--- config.mk ---
export PLATFORM = sky130hd
export DESIGN_NAME = inst_fetch_unit
export DESIGN_NICKNAME = d
export VERILOG_FILES = /design/src/rtl/inst_fetch_unit_pkg.sv /design/src/rtl/inst_fetch_unit_if_fifo.sv /design/src/rtl/inst_fetch_unit.sv
export SDC_FILE = /design/constraint.sdc
export NUM_CORES = 1
export LEC_CHECK = 0
export ABC_CLOCK_PERIOD_IN_PS = 7500
export BUFFER_PORTS_ARGS = -buffer_cell sky130_fd_sc_hd__buf_2
export CAP_MARGIN = 20
export CORE_MARGIN = 3
export CORE_UTILIZATION = 40
export CTS_BUF_LIST = sky130_fd_sc_hd__clkbuf_8
export DETAILED_ROUTE_END_ITERATION = 8
export PLACE_DENSITY = 0.63
export REMOVE_ABC_BUFFERS = 1
export SYNTH_ARGS = -nofsm -noshare
export SYNTH_HDL_FRONTEND = slang
export SYNTH_HIERARCHICAL = 1
export SYNTH_SLANG_ARGS = --single-unit
--- constraint.sdc ---
create_clock -name clk -period 7.5 [get_ports clk]
set_input_delay 0.375 -clock clk [delete_from_list [all_inputs] [get_ports clk]]
set_output_delay 0.375 -clock clk [all_outputs]
set_load 0.02 [all_outputs]
--- src/rtl/inst_fetch_unit_pkg.sv ---
// Shared widths, reset PC and fetch FSM encoding for the instruction fetch unit.
// Global defines are kept here so every file of the fetch slice sees the same values.
`ifndef INST_FETCH_UNIT_DEFINES
`define INST_FETCH_UNIT_DEFINES
`define CPU_WIDTH 32
`define RESET_PC_VALUE 32'h0000_0100
`define INST_NOP 32'h0000_0013
`endif

package inst_fetch_unit_pkg;

  localparam int CPU_WIDTH = `CPU_WIDTH;
  localparam logic [CPU_WIDTH-1:0] RESET_PC_VALUE = `RESET_PC_VALUE;
  localparam logic [CPU_WIDTH-1:0] INST_NOP = `INST_NOP;

  typedef enum logic [1:0] {
    BOOT  = 2'd0,
    FETCH = 2'd1,
    FULL  = 2'd2
  } fetch_state_t;

  // Redirect targets are forced onto a word boundary.
  function automatic logic [CPU_WIDTH-1:0] align_word(input logic [CPU_WIDTH-1:0] addr);
    return {addr[CPU_WIDTH-1:2], 2'b00};
  endfunction

endpackage

--- src/rtl/inst_fetch_unit_if_fifo.sv ---
// Small synchronous FIFO holding fetched {pc, inst} pairs, with flush and a
// registered head so decode sees stable data straight from flops.
module if_fifo #(
  parameter int WIDTH = 64,
  parameter int DEPTH = 2
) (
  input  logic                     clk,
  input  logic                     rst_n,
  input  logic                     push,
  input  logic [WIDTH-1:0]         push_data,
  input  logic                     pop,
  input  logic                     flush,
  output logic [$clog2(DEPTH):0]   count,
  output logic [WIDTH-1:0]         head_data
);

  localparam int PW = $clog2(DEPTH);
  localparam int CW = PW + 1;
  localparam logic [CW-1:0] DEPTH_CNT = CW'(DEPTH);

  logic [WIDTH-1:0] mem_reg [DEPTH];
  logic [PW-1:0]    rd_ptr_reg, rd_ptr_next;
  logic [PW-1:0]    wr_ptr_reg, wr_ptr_next;
  logic [CW-1:0]    count_reg, count_next;
  logic [WIDTH-1:0] head_reg, head_next;
  logic             pop_ok;
  logic             push_ok;
  logic             write_en;

  always_comb begin
    pop_ok      = pop && (count_reg != '0);
    push_ok     = push && ((count_reg != DEPTH_CNT) || pop_ok);
    rd_ptr_next = pop_ok  ? rd_ptr_reg + PW'(1) : rd_ptr_reg;
    wr_ptr_next = push_ok ? wr_ptr_reg + PW'(1) : wr_ptr_reg;
    count_next  = count_reg;
    if (push_ok && !pop_ok) count_next = count_reg + CW'(1);
    if (!push_ok && pop_ok) count_next = count_reg - CW'(1);
    // The new head is the word being written whenever it lands on the next read slot.
    if (push_ok && (wr_ptr_reg == rd_ptr_next)) head_next = push_data;
    else                                        head_next = mem_reg[rd_ptr_next];
    if (flush) begin
      rd_ptr_next = '0;
      wr_ptr_next = '0;
      count_next  = '0;
      head_next   = '0;
    end
  end

  assign write_en = push_ok && !flush;

  always_ff @(posedge clk) begin
    if (!rst_n) begin
      rd_ptr_reg <= '0;
      wr_ptr_reg <= '0;
      count_reg  <= '0;
      head_reg   <= '0;
    end else begin
      rd_ptr_reg <= rd_ptr_next;
      wr_ptr_reg <= wr_ptr_next;
      count_reg  <= count_next;
      head_reg   <= head_next;
    end
  end

  generate
    for (genvar gi = 0; gi < DEPTH; gi++) begin : g_slot
      always_ff @(posedge clk) begin
        if (write_en && (wr_ptr_reg == PW'(gi))) mem_reg[gi] <= push_data;
      end
    end
  endgenerate

  assign count     = count_reg;
  assign head_data = head_reg;

endmodule

--- src/rtl/inst_fetch_unit.sv ---
// Fetch-side initiator: owns the PC, captures zero-latency instruction memory
// data into a small buffer and hands {pc, inst} to decode via valid/ready.
module inst_fetch_unit
  import inst_fetch_unit_pkg::*;
#(
  parameter int                   BUF_DEPTH = 2,
  parameter logic [CPU_WIDTH-1:0] RESET_PC  = RESET_PC_VALUE
) (
  input  logic                 clk,
  input  logic                 rst_n,
  output logic [CPU_WIDTH-1:0] pc_addr_o,
  input  logic [CPU_WIDTH-1:0] inst_i,
  input  logic                 redirect_i,
  input  logic [CPU_WIDTH-1:0] redirect_pc_i,
  output logic                 if_valid_o,
  input  logic                 if_ready_i,
  output logic [CPU_WIDTH-1:0] if_pc_o,
  output logic [CPU_WIDTH-1:0] if_inst_o
);

  localparam int CW = $clog2(BUF_DEPTH) + 1;
  localparam logic [CW-1:0] DEPTH_CNT = CW'(BUF_DEPTH);

  fetch_state_t           state_reg, state_next;
  logic [CPU_WIDTH-1:0]   fetch_pc_reg, fetch_pc_next;
  logic [CW-1:0]          count;
  logic [2*CPU_WIDTH-1:0] head_data;
  logic                   pop;
  logic                   capture;
  logic                   full_next;

  assign if_valid_o = (count != '0);
  assign pop        = if_valid_o && if_ready_i;
  assign pc_addr_o  = fetch_pc_reg;
  assign if_pc_o    = head_data[2*CPU_WIDTH-1:CPU_WIDTH];
  assign if_inst_o  = head_data[CPU_WIDTH-1:0];

  always_comb begin
    state_next    = state_reg;
    fetch_pc_next = fetch_pc_reg;
    capture       = 1'b0;
    full_next     = 1'b0;
    case (state_reg)
      BOOT: state_next = FETCH;
      FETCH, FULL: begin
        // A pop frees a slot in the same cycle, so a full buffer keeps streaming.
        capture    = (count != DEPTH_CNT) || pop;
        full_next  = ((count == DEPTH_CNT) && !pop) ||
                     ((count == DEPTH_CNT - CW'(1)) && capture && !pop);
        state_next = full_next ? FULL : FETCH;
      end
      default: state_next = BOOT;
    endcase
    if (capture) fetch_pc_next = fetch_pc_reg + CPU_WIDTH'(4);
    if (redirect_i) begin
      capture       = 1'b0;
      state_next    = FETCH;
      fetch_pc_next = align_word(redirect_pc_i);
    end
  end

  always_ff @(posedge clk) begin
    if (!rst_n) begin
      state_reg    <= BOOT;
      fetch_pc_reg <= RESET_PC;
    end else begin
      state_reg    <= state_next;
      fetch_pc_reg <= fetch_pc_next;
    end
  end

  if_fifo #(
    .WIDTH (2 * CPU_WIDTH),
    .DEPTH (BUF_DEPTH)
  ) u_if_fifo (
    .clk       (clk),
    .rst_n     (rst_n),
    .push      (capture),
    .push_data ({fetch_pc_reg, inst_i}),
    .pop       (pop),
    .flush     (redirect_i),
    .count     (count),
    .head_data (head_data)
  );

endmodule

# Yosys cells after proc, flatten, opt, wreduce, memory -nomap -nowiden
# Memories as Yosys holds them, arrays and structs flattened.
# Index checks and enable logic that the tools add are counted.
totals:
  latch_bits: 0
  mem_count: 1
  inputBits: 68
  mem_bits_rw: 128
  romBits: 0
  ff_bits: 102
op_classes:
  n_eq_ne: 6
  n_lt_le_gt_ge: 0
  n_reduce_logical: 26
  muxes: 18
  shifts: 0
  bitwise_logic: 2
  div_mod_pow: 0
  multipliers: 0
  addsub: 5
mem_list:
  columns: ["name", "words", "word_bits", "rd", "rd_clocked_by_memory_dff", "write_ports", "line_no", "source"]
  rows:
  - ["u_if_fifo.mem_reg", 2, 64, 1, 0, 1, "inst_fetch_unit_if_fifo.sv:21", "logic [WIDTH-1:0] mem_reg [DEPTH];"]
op_table:
  columns: ["op", "n"]
  rows:
  - ["2-to-1 mux 64 bit", 2]
  - ["2-to-1 mux 32 bit", 2]
  - ["OR reduction 64 bit", 1]
  - ["adder 32 x 3 -> 32 bit, second input constant", 1]
  - ["logical AND 1 bit", 12]
  - ["2-to-1 mux 1 bit", 10]
  - ["2-to-1 mux 2 bit", 3]
  - ["nonzero test 2 bit", 3]
  - ["equality test 2 x 1 -> 1 bit, second input constant", 2]
  - ["equality test 2 bit, second input constant", 2]
  - ["zero test 1 bit", 4]
  - ["one-hot mux 2 bit (2 select lines)", 1]
  - ["OR reduction 2 bit", 2]
  - ["logical OR 1 bit", 3]
  - ["adder 1 bit, second input constant", 2]
  - ["adder 2 x 1 -> 2 bit, second input constant", 1]
  - ["zero test 2 bit", 1]
  - ["inequality test 2 bit, second input constant", 1]
  - ["NOT 1 bit", 2]
  - ["subtractor 2 x 1 -> 2 bit, second input constant", 1]
  - ["equality test 1 bit", 1]

# Logic depth before layout (Yosys ltp)
# Gate-level depths: netlist of the first run.
depth:
  depth_word: 12
  mapped_depth: 10
  ltp_nobuf: 8

# By module
# The synthesis of the first run kept the hierarchy.
modules_own_cells:
  columns: ["module", "n_inst", "area_per_inst_um2", "cells_each", "seq_area_each_um2"]
  rows:
  - ["if_fifo", 1, 7083.0, 450, 5205.0]
  - ["inst_fetch_unit", 1, 2040.7, 256, 640.6]

# Least setup slack after synthesis of the first run
# No wires, ideal clock.
synth_path:
  path_type: "flip-flop to flip-flop"
  start: "register state_reg[0]"
  end: "memory u_if_fifo.mem_reg[1][0] (enable)"
  slack_ns: 0.726
  setup_time_ns: 0.579
  n_path_buf: 1
  t_arrival_ns: 6.194
  synth_period_minus_slack_ns: 6.774
  stages_incl_launch_ff: 8
  cell_sequence: "dfxtp_1 -> inv_1 -> ha_1 -> clkbuf_1 -> nand2_1 -> nor2_1 -> o21ai_1 -> nor3b_1"
synth_via:
  elab_chain_len: 11
synth_lines:
  columns: ["item", "line_no", "source"]
  rows:
  - ["start, declared", "inst_fetch_unit.sv:24", "fetch_state_t state_reg, state_next;"]
  - ["start signal, assigned", "inst_fetch_unit.sv:67", "state_reg <= state_next;"]
  - ["equality test 2 x 1 -> 1 bit / equality test 2 bit (equally long branches)", "inst_fetch_unit.sv:43", "case (state_reg)"]
  - ["OR reduction 2 bit *", "inst_fetch_unit.sv:43", null]
  - ["2-to-1 mux 1 bit *", "inst_fetch_unit.sv:43", null]
  - ["2-to-1 mux 1 bit *", "inst_fetch_unit.sv:55", "if (redirect_i) begin"]
  - ["named net capture", "inst_fetch_unit.sv:29", "logic capture;"]
  - ["logical AND 1 bit *", "inst_fetch_unit_if_fifo.sv:32", "push_ok = push && ((count_reg != DEPTH_CNT) || pop_ok);"]
  - ["logical AND 1 bit *", "inst_fetch_unit_if_fifo.sv:49", "assign write_en = push_ok && !flush;"]
  - ["logical AND 1 bit", "inst_fetch_unit_if_fifo.sv:68", "if (write_en && (wr_ptr_reg == PW'(gi))) mem_reg[gi] <= push_data;"]
  - ["2-to-1 mux 1 bit", "inst_fetch_unit_if_fifo.sv:68", null]
  - ["2-to-1 mux 1 bit (not written as such)", "inst_fetch_unit_if_fifo.sv:68", null]
  - ["OR reduction 64 bit (no source line)", null, null]
  - ["2-to-1 mux 1 bit (no source line)", null, null]
  - ["end, declared", "inst_fetch_unit_if_fifo.sv:21", null]
# The timed path passes the listed nets; every way through them passes the cells marked *.

# Final worst setup path of the first run
layout_path:
  start: "register u_if_fifo.count_reg[1] (netlist: u_if_fifo/count[1])"
  end: "register u_if_fifo.head_reg[34] (netlist: u_if_fifo/head_data[34])"
layout_via:
  elab_chain_len: 8
layout_lines:
  columns: ["item", "line_no", "source"]
  rows:
  - ["start, declared", "inst_fetch_unit_if_fifo.sv:24", "logic [CW-1:0] count_reg, count_next;"]
  - ["start signal, assigned", "inst_fetch_unit_if_fifo.sv:60", "count_reg <= count_next;"]
  - ["nonzero test 2 bit *", "inst_fetch_unit.sv:32", "assign if_valid_o = (count != '0);"]
  - ["logical AND 1 bit *", "inst_fetch_unit.sv:33", "assign pop = if_valid_o && if_ready_i;"]
  - ["named net pop", "inst_fetch_unit.sv:28", "logic pop;"]
  - ["logical OR 1 bit", "inst_fetch_unit.sv:47", "capture = (count != DEPTH_CNT) || pop;"]
  - ["2-to-1 mux 1 bit", "inst_fetch_unit.sv:43", null]
  - ["2-to-1 mux 1 bit", "inst_fetch_unit.sv:55", null]
  - ["logical AND 1 bit", "inst_fetch_unit_if_fifo.sv:32", null]
  - ["logical AND 1 bit", "inst_fetch_unit_if_fifo.sv:39", "if (push_ok && (wr_ptr_reg == rd_ptr_next)) head_next = push_data;"]
  - ["2-to-1 mux 64 bit *", "inst_fetch_unit_if_fifo.sv:39", null]
  - ["end signal, assigned", "inst_fetch_unit_if_fifo.sv:61", "head_reg <= head_next;"]
  - ["end, declared", "inst_fetch_unit_if_fifo.sv:25", "logic [WIDTH-1:0] head_reg, head_next;"]
# Marks and branches as above.
# A chain may end at the register's enable or synchronous reset.

==> results of run 1 <==
through the flow:
stage               instance area [µm²]  utilization (%)  setup WS (ns)
finish                            10800             49.1           4.22
global route                      10800             49.1           4.06
CTS                               10800             49.1           4.20
detailed placement                10100             45.6           4.22
global placement                  10100             45.6           4.20
floorplan                          8810                -          0.787
final timing paths:
kind	to	slack, ns	cells after the start	start
worst min-delay path	u_if_fifo/mem_reg[0][17]$_DFFE_PP_	0.05	1	inst_i[17]
worst max-delay path	u_if_fifo/head_data[34]$_SDFF_PP0_	4.22	7	u_if_fifo/count[1]$_SDFFE_PP0P_
worst max register to register	u_if_fifo/head_data[34]$_SDFF_PP0_	4.22	7	u_if_fifo/count[1]$_SDFFE_PP0P_
worst min register to register	u_if_fifo/head_data[8]$_SDFF_PP0_	0.53	2	u_if_fifo/mem_reg[1][8]$_DFFE_PP_
layer usage:
metal	share of wire [%]	wire [µm]	vias up	global-route usage [%]
li1	-	-	3060	-
met1	46	10200	3041	24.2
met2	46	10200	223	28.3
met3	6.6	1480	33	3.77
met4	1.6	354	0	4.71
met5	0	0	-	0
Yosys cell counts (4+ instances only):
cell | count | area share, %
nand2_1 | 13 | 0.53
inv_1 | 6 | 0.25
a21oi_1 | 73 | 4.0
and3_1 | 10 | 0.69
xnor2_1 | 4 | 0.38
nand2b_1 | 8 | 0.55
edfxtp_1 | 128 | 42
xor2_1 | 7 | 0.67
nor4_1 | 6 | 0.41
buf_12 | 5 | 1.1
o21ai_1 | 4 | 0.22
dfxtp_1 | 100 | 22
o21ai_0 | 25 | 1.4
nor3_1 | 6 | 0.33
nand4_1 | 12 | 0.82
clkbuf_1 | 26 | 1.1
nand3_1 | 17 | 0.93
or4_1 | 10 | 0.82
and4_1 | 8 | 0.77
o31ai_1 | 72 | 5.9
a31oi_1 | 14 | 0.96
or3_1 | 4 | 0.27
nor2_1 | 13 | 0.53
mux2i_1 | 68 | 7.5
buf_2 | 17 | 0.93
where the power goes:
part | total (µW) | switching, µW | internal [µW]
Clock | 1070 | 486 | 589
Combinational | 201 | 135 | 66.7
Sequential | 1400 | 36.1 | 1360
critical path, stage by stage, from the launching register on:
cell and delay, ns:
dfxtp_1 0.42, or2_2 0.36, and2_1 0.24, o21a_4 0.18, xnor2_4 0.67, buf_4 0.84, mux2i_1 0.26, a21oi_1 0.12
cell families after synthesis:
logic type               after synthesis
AO/OA/AOI/OAI                        206
XOR/XNOR                              12
adder cells (fa/ha/maj)                3
buffers and inverters                 64
flip-flops                           228
multiplexers                          68
other                                  1
AND/OR/NAND/NOR                      124
area by class of cell:
class / instances / area [µm²] / area share [%]
clock inverter: 23 / 97.6 / 0.900
tap: 280 / 350 / 3.23
timing repair buffer: 169 / 868 / 8.01
inverter: 8 / 30.0 / 0.277
clock buffer: 49 / 674 / 6.22
sequential: 228 / 5850 / 53.9
multi-input combinational: 421 / 2970 / 27.4
==> results.toml, run 1 <==
[power]
power_leakage_uw = 0.00458
power.density_nw_per_um2 = 247
p_total_uw = 2680
peakVddDrop_v = 0.000122

[clocking]
clock-sinks = 228
htreeDepth = 2
holdBufCountCts = 0
postCtsSetupBuffers = 0
cts_max_path_buffers = 3
clk_pin_slew_ns = 0.06
cts-root-buf = "clkbuf_8"
cts_tree = "done"
cts_resized = 0
cts_buffers = 39
clkLatencyLatePin_ns = 0.53

[die]
initial_core_util_pct = 41.3
ios = 165
die_y_um = 157
row_count = 54
die_x_um = 157
die-area_um2 = 24700
coreArea_um2 = 22100

[worst_hold_path]
worst_hold_path_type = "in2reg"

[sta]
final_max_slew_viol_count = 0
max_freq_ghz = 0.305
finalSetupTns_ns = 0
maxSlewHeadroom_pct = 31.7
hold_violations = 0
rsz0062_at_grt = "false"
skew_ns = 0.0182
worst_slew_pin_slew_ns = 1.02
finalSetupViolCount = 0
period_share_pct = 43.8
period_minus_slack_ns = 3.28
whs_ns = 0.0496

[synthesis]
syn_area_per_cell_um2 = 12.9
synth_edf_count = 128
synth_top_flop_cell = "edfxtp_1"
yosys_warnings = 6
syn_inst = 706
yosys.area_share.xor_xnor_pct = 1.23
synth_mux_area_share_pct = 7.46
yosys.area_share.simple_pct = 8.42
ys_types = 53
yosysSeqAreaShare_pct = 64.1
synth_top_family_by_area = "compound AO/OA/AOI/OAI gates"
synth_compound_area_share_pct = 14.3
async_reset_ff_share_pct = 0
synth-seq-cells = 228
synth_area_um2 = 9120
synth_adder_area_share_pct = 0.411

[placed_design]
dp.cells = 1106
port_buffers = 160
gp_congestion = 0.733
dp_hpwl_mm = 13.1

[cells_and_area]
nFillCells = 1982
layout_common_cells = "160 x buf_2, 128 x edfxtp_1, 100 x dfxtp_1"
nets = 938
largest_register_ffs = 128
area_growth_pct = 18.8
drive_gt1_share_pct = 26.5
layout_commonest_cell = "buf_2"
fin_cells = 1178
n_antenna_cell = 0

[route]
vias_per_cell = 5.40
vias = 6357
routedWlPerCell_um = 18.8
drc_errors = 0
dr.pass1.iters = 5
drt-total-wl_mm = 22.2
drtIter0Drc = 281
ant_nets = 0

[setup_path]
cp-start-kind = "register"
crit_type = "reg2reg"
timing.critical_path.arrival_ns = 3.63
end_kind = "register"
critPathMaxFanout = 48
required_ns = 7.85

[global_route]
grt_usage_pct = 17.5
grt_max_degree = 65
grt_first_pass_wirelength_mm = 34.5
antenna_found_initial = 0
gr-total-overflow = 0
grt_pass1_vias = 6173

[flow_run]
cap_violations = 0

[status]
status = "finished, final reports clean"
Power figures use the tool's default switching activity.
==> run 2: changes to the inputs <==
--- a/config.mk
+++ b/config.mk
@@ -5,14 +5,14 @@
 export SDC_FILE = /design/constraint.sdc
 export NUM_CORES = 1
 export LEC_CHECK = 0
-export ABC_CLOCK_PERIOD_IN_PS = 7500
+export ABC_CLOCK_PERIOD_IN_PS = 2700
 export BUFFER_PORTS_ARGS = -buffer_cell sky130_fd_sc_hd__buf_2
 export CAP_MARGIN = 20
 export CORE_MARGIN = 3
 export CORE_UTILIZATION = 40
 export CTS_BUF_LIST = sky130_fd_sc_hd__clkbuf_8
 export DETAILED_ROUTE_END_ITERATION = 8
-export PLACE_DENSITY = 0.63
+export PLACE_DENSITY = 0.66
 export REMOVE_ABC_BUFFERS = 1
 export SYNTH_ARGS = -nofsm -noshare
 export SYNTH_HDL_FRONTEND = slang
==> constraint.sdc (replaced) <==
create_clock -name clk -period 2.7 [get_ports clk]
set_input_delay 0.135 -clock clk [delete_from_list [all_inputs] [get_ports clk]]
set_output_delay 0.135 -clock clk [all_outputs]
set_load 0.02 [all_outputs]
==> run 2 against run 1 <==
Effect of this change: first-iteration DRC count grew 75%; largest cell class unchanged; die area is the same; clock power grew to 2.9 times the previous value; sequential share of layout area shrank 3.7 points; count of clock-buffer cells in the layout shrank 5; sequential power grew to 2.8 times the previous value; highest routed layer unchanged; wire length grew 4.4%; non-clock buffer count grew 74; hold slack gained 0.027 ns.
==> results.toml, run 2 (same netlist as run 1, synthesis figures left out) <==
[status]
status = "finished, final reports clean"

[sta]
max_freq_ghz = 0.437
rsz0062_at_grt = "false"
whs_ns = 0.0769
maxSlewHeadroom_pct = 41.5
finalSetupViolCount = 0
period_share_pct = 84.7
hold_violations = 0
worst_slew_pin_slew_ns = 0.878
period_minus_slack_ns = 2.29
final_max_slew_viol_count = 0
skew_ns = 0.0235

[route]
vias = 6684
routedWlPerCell_um = 18.5
drtIter0Drc = 493
ant_nets = 0
dr.pass1.iters = 4
drt-total-wl_mm = 23.2
vias_per_cell = 5.34
drc_errors = 0

[global_route]
grt_pass1_vias = 6639
grt_max_degree = 65
antenna_found_initial = 0
gr-total-overflow = 0
grt_usage_pct = 18.5
grt_first_pass_wirelength_mm = 36.1

[setup_path]
cp-start-kind = "register"
critPathLaunch = "state_reg[0]$_SDFF_PN0_"
crit_buf_inv = 2
timing.rr.start = "state_reg[0]$_SDFF_PN0_"
required_ns = 3.14
slowest_delay_ns = 0.67
crit_type = "reg2reg"
critPathMaxFanout = 9
path_cells = "inv_1 > ha_1 > buf_4 > nand3_1 > nor4_2 > a311oi_1 > nor3_1"
end_kind = "register"
timing.critical_path.arrival_ns = 2.72
slowest_stage = "nor4_2"
cp_top_family = "simple AND/OR/NAND/NOR gates"

[power]
peakVddDrop_v = 0.000316
power_leakage_uw = 0.00491
power.density_nw_per_um2 = 653

[clocking]
clock-sinks = 228
cts_buffers = 39
cts-root-buf = "clkbuf_8"
postCtsSetupBuffers = 0
clk_pin_slew_ns = 0.07
clkLatencyLatePin_ns = 0.53
cts_tree = "done"
htreeDepth = 2
cts_max_path_buffers = 3

[cells_and_area]
layout_common_cells = "160 x buf_2, 128 x edfxtp_1, 100 x dfxtp_1"
layout_commonest_cell = "buf_2"
nets = 1012
fin_area_um2 = 11600
n_antenna_cell = 0
largest_register_ffs = 128
fin_util_pct = 52.7
nFillCells = 1894
area_growth_pct = 27.7
fin_cells = 1252
drive_gt1_share_pct = 25.7

[flow_run]
cap_violations = 0

[die]
die-area_um2 = 24700
coreArea_um2 = 22100
ios = 165
row_count = 54
die_y_um = 157
die_x_um = 157
initial_core_util_pct = 41.3

[placed_design]
place_area_um2 = 10200
dp_hpwl_mm = 13.5
port_buffers = 160
gp_congestion = 0.806
dp.cells = 1117

[worst_hold_path]
worst_hold_path_type = "in2reg"
hp-start = "rst_n"
run 2: cell types whose count changed in the layout (fill, tap and decap cells not counted):
cell / previous run / this run
inv_6: 1 / 0
buf_12: 0 / 7
buf_4: 9 / 13
clkinv_1: 3 / 6
inv_1: 22 / 18
clkinv_2: 2 / 5
bufinv_16: 0 / 2
clkinvlp_4: 1 / 3
dlygate4sd3_1: 0 / 63
clkbuf_8: 49 / 44
run 2: worst reg2reg max path, cell delays in order, from the launching register on:
cell	delay, ns
dfxtp_1	0.34
inv_1	0.05
ha_1	0.40
buf_4	0.19
nand3_1	0.12
nor4_2	0.67
a311oi_1	0.21
nor3_1	0.22
run 2: metal layers:
layer  part of all wire, %  up-vias  track usage, %
met1                    45     3205            24.2
met3                   5.6       53            3.93
met5                     0        -               0
li1                      -     3207               -
met2                    47      219            30.7
met4                   2.8        0            6.36
run 2: final cells by class:
type                            instances  area, µm²  area share [%]
Sequential cell                       228       5850            50.2
Multi-Input combinational cell        421       2970            25.5
Timing Repair Buffer                  243       1670            14.3
Clock buffer                           44        606            5.20
Tap cell                              280        350            3.01
Clock inverter                         28        175            1.50
Inverter                                8       30.0           0.258
run 2: power by group:
group	internal [µW]	total [µW]	switching, µW
Sequential	3790	3880	96.3
Combinational	260	656	396
Clock	1690	3070	1380
run 2: repair_timing:
item                      CTS  global route
resized for setup           0             0
hold buffers               63             0
hold endpoints to repair  127             0
run 2: per-stage QoR:
step / TNS (ns) / power (µW) / worst slack (ns)
6_report: 0 / 7610 / 0.414
5_1_grt: 0 / 7940 / 0.147
4_1_cts: 0 / 7710 / 0.408
3_5_place_dp: 0 / 4540 / 0.440
3_3_place_gp: 0 / 4530 / 0.496
2_1_floorplan: -664.48 / 4260 / -4.01
run 2: final timing paths:
check,cells past startpoint,end,slack (ns)
max reg2reg,7,pc_addr_o[19]$_SDFFE_PN0P_,0.41
min,4,u_if_fifo/head_data[56]$_SDFF_PP0_,0.08
max,7,pc_addr_o[19]$_SDFFE_PN0P_,0.41
min reg2reg,2,u_if_fifo/head_data[4]$_SDFF_PP0_,0.53
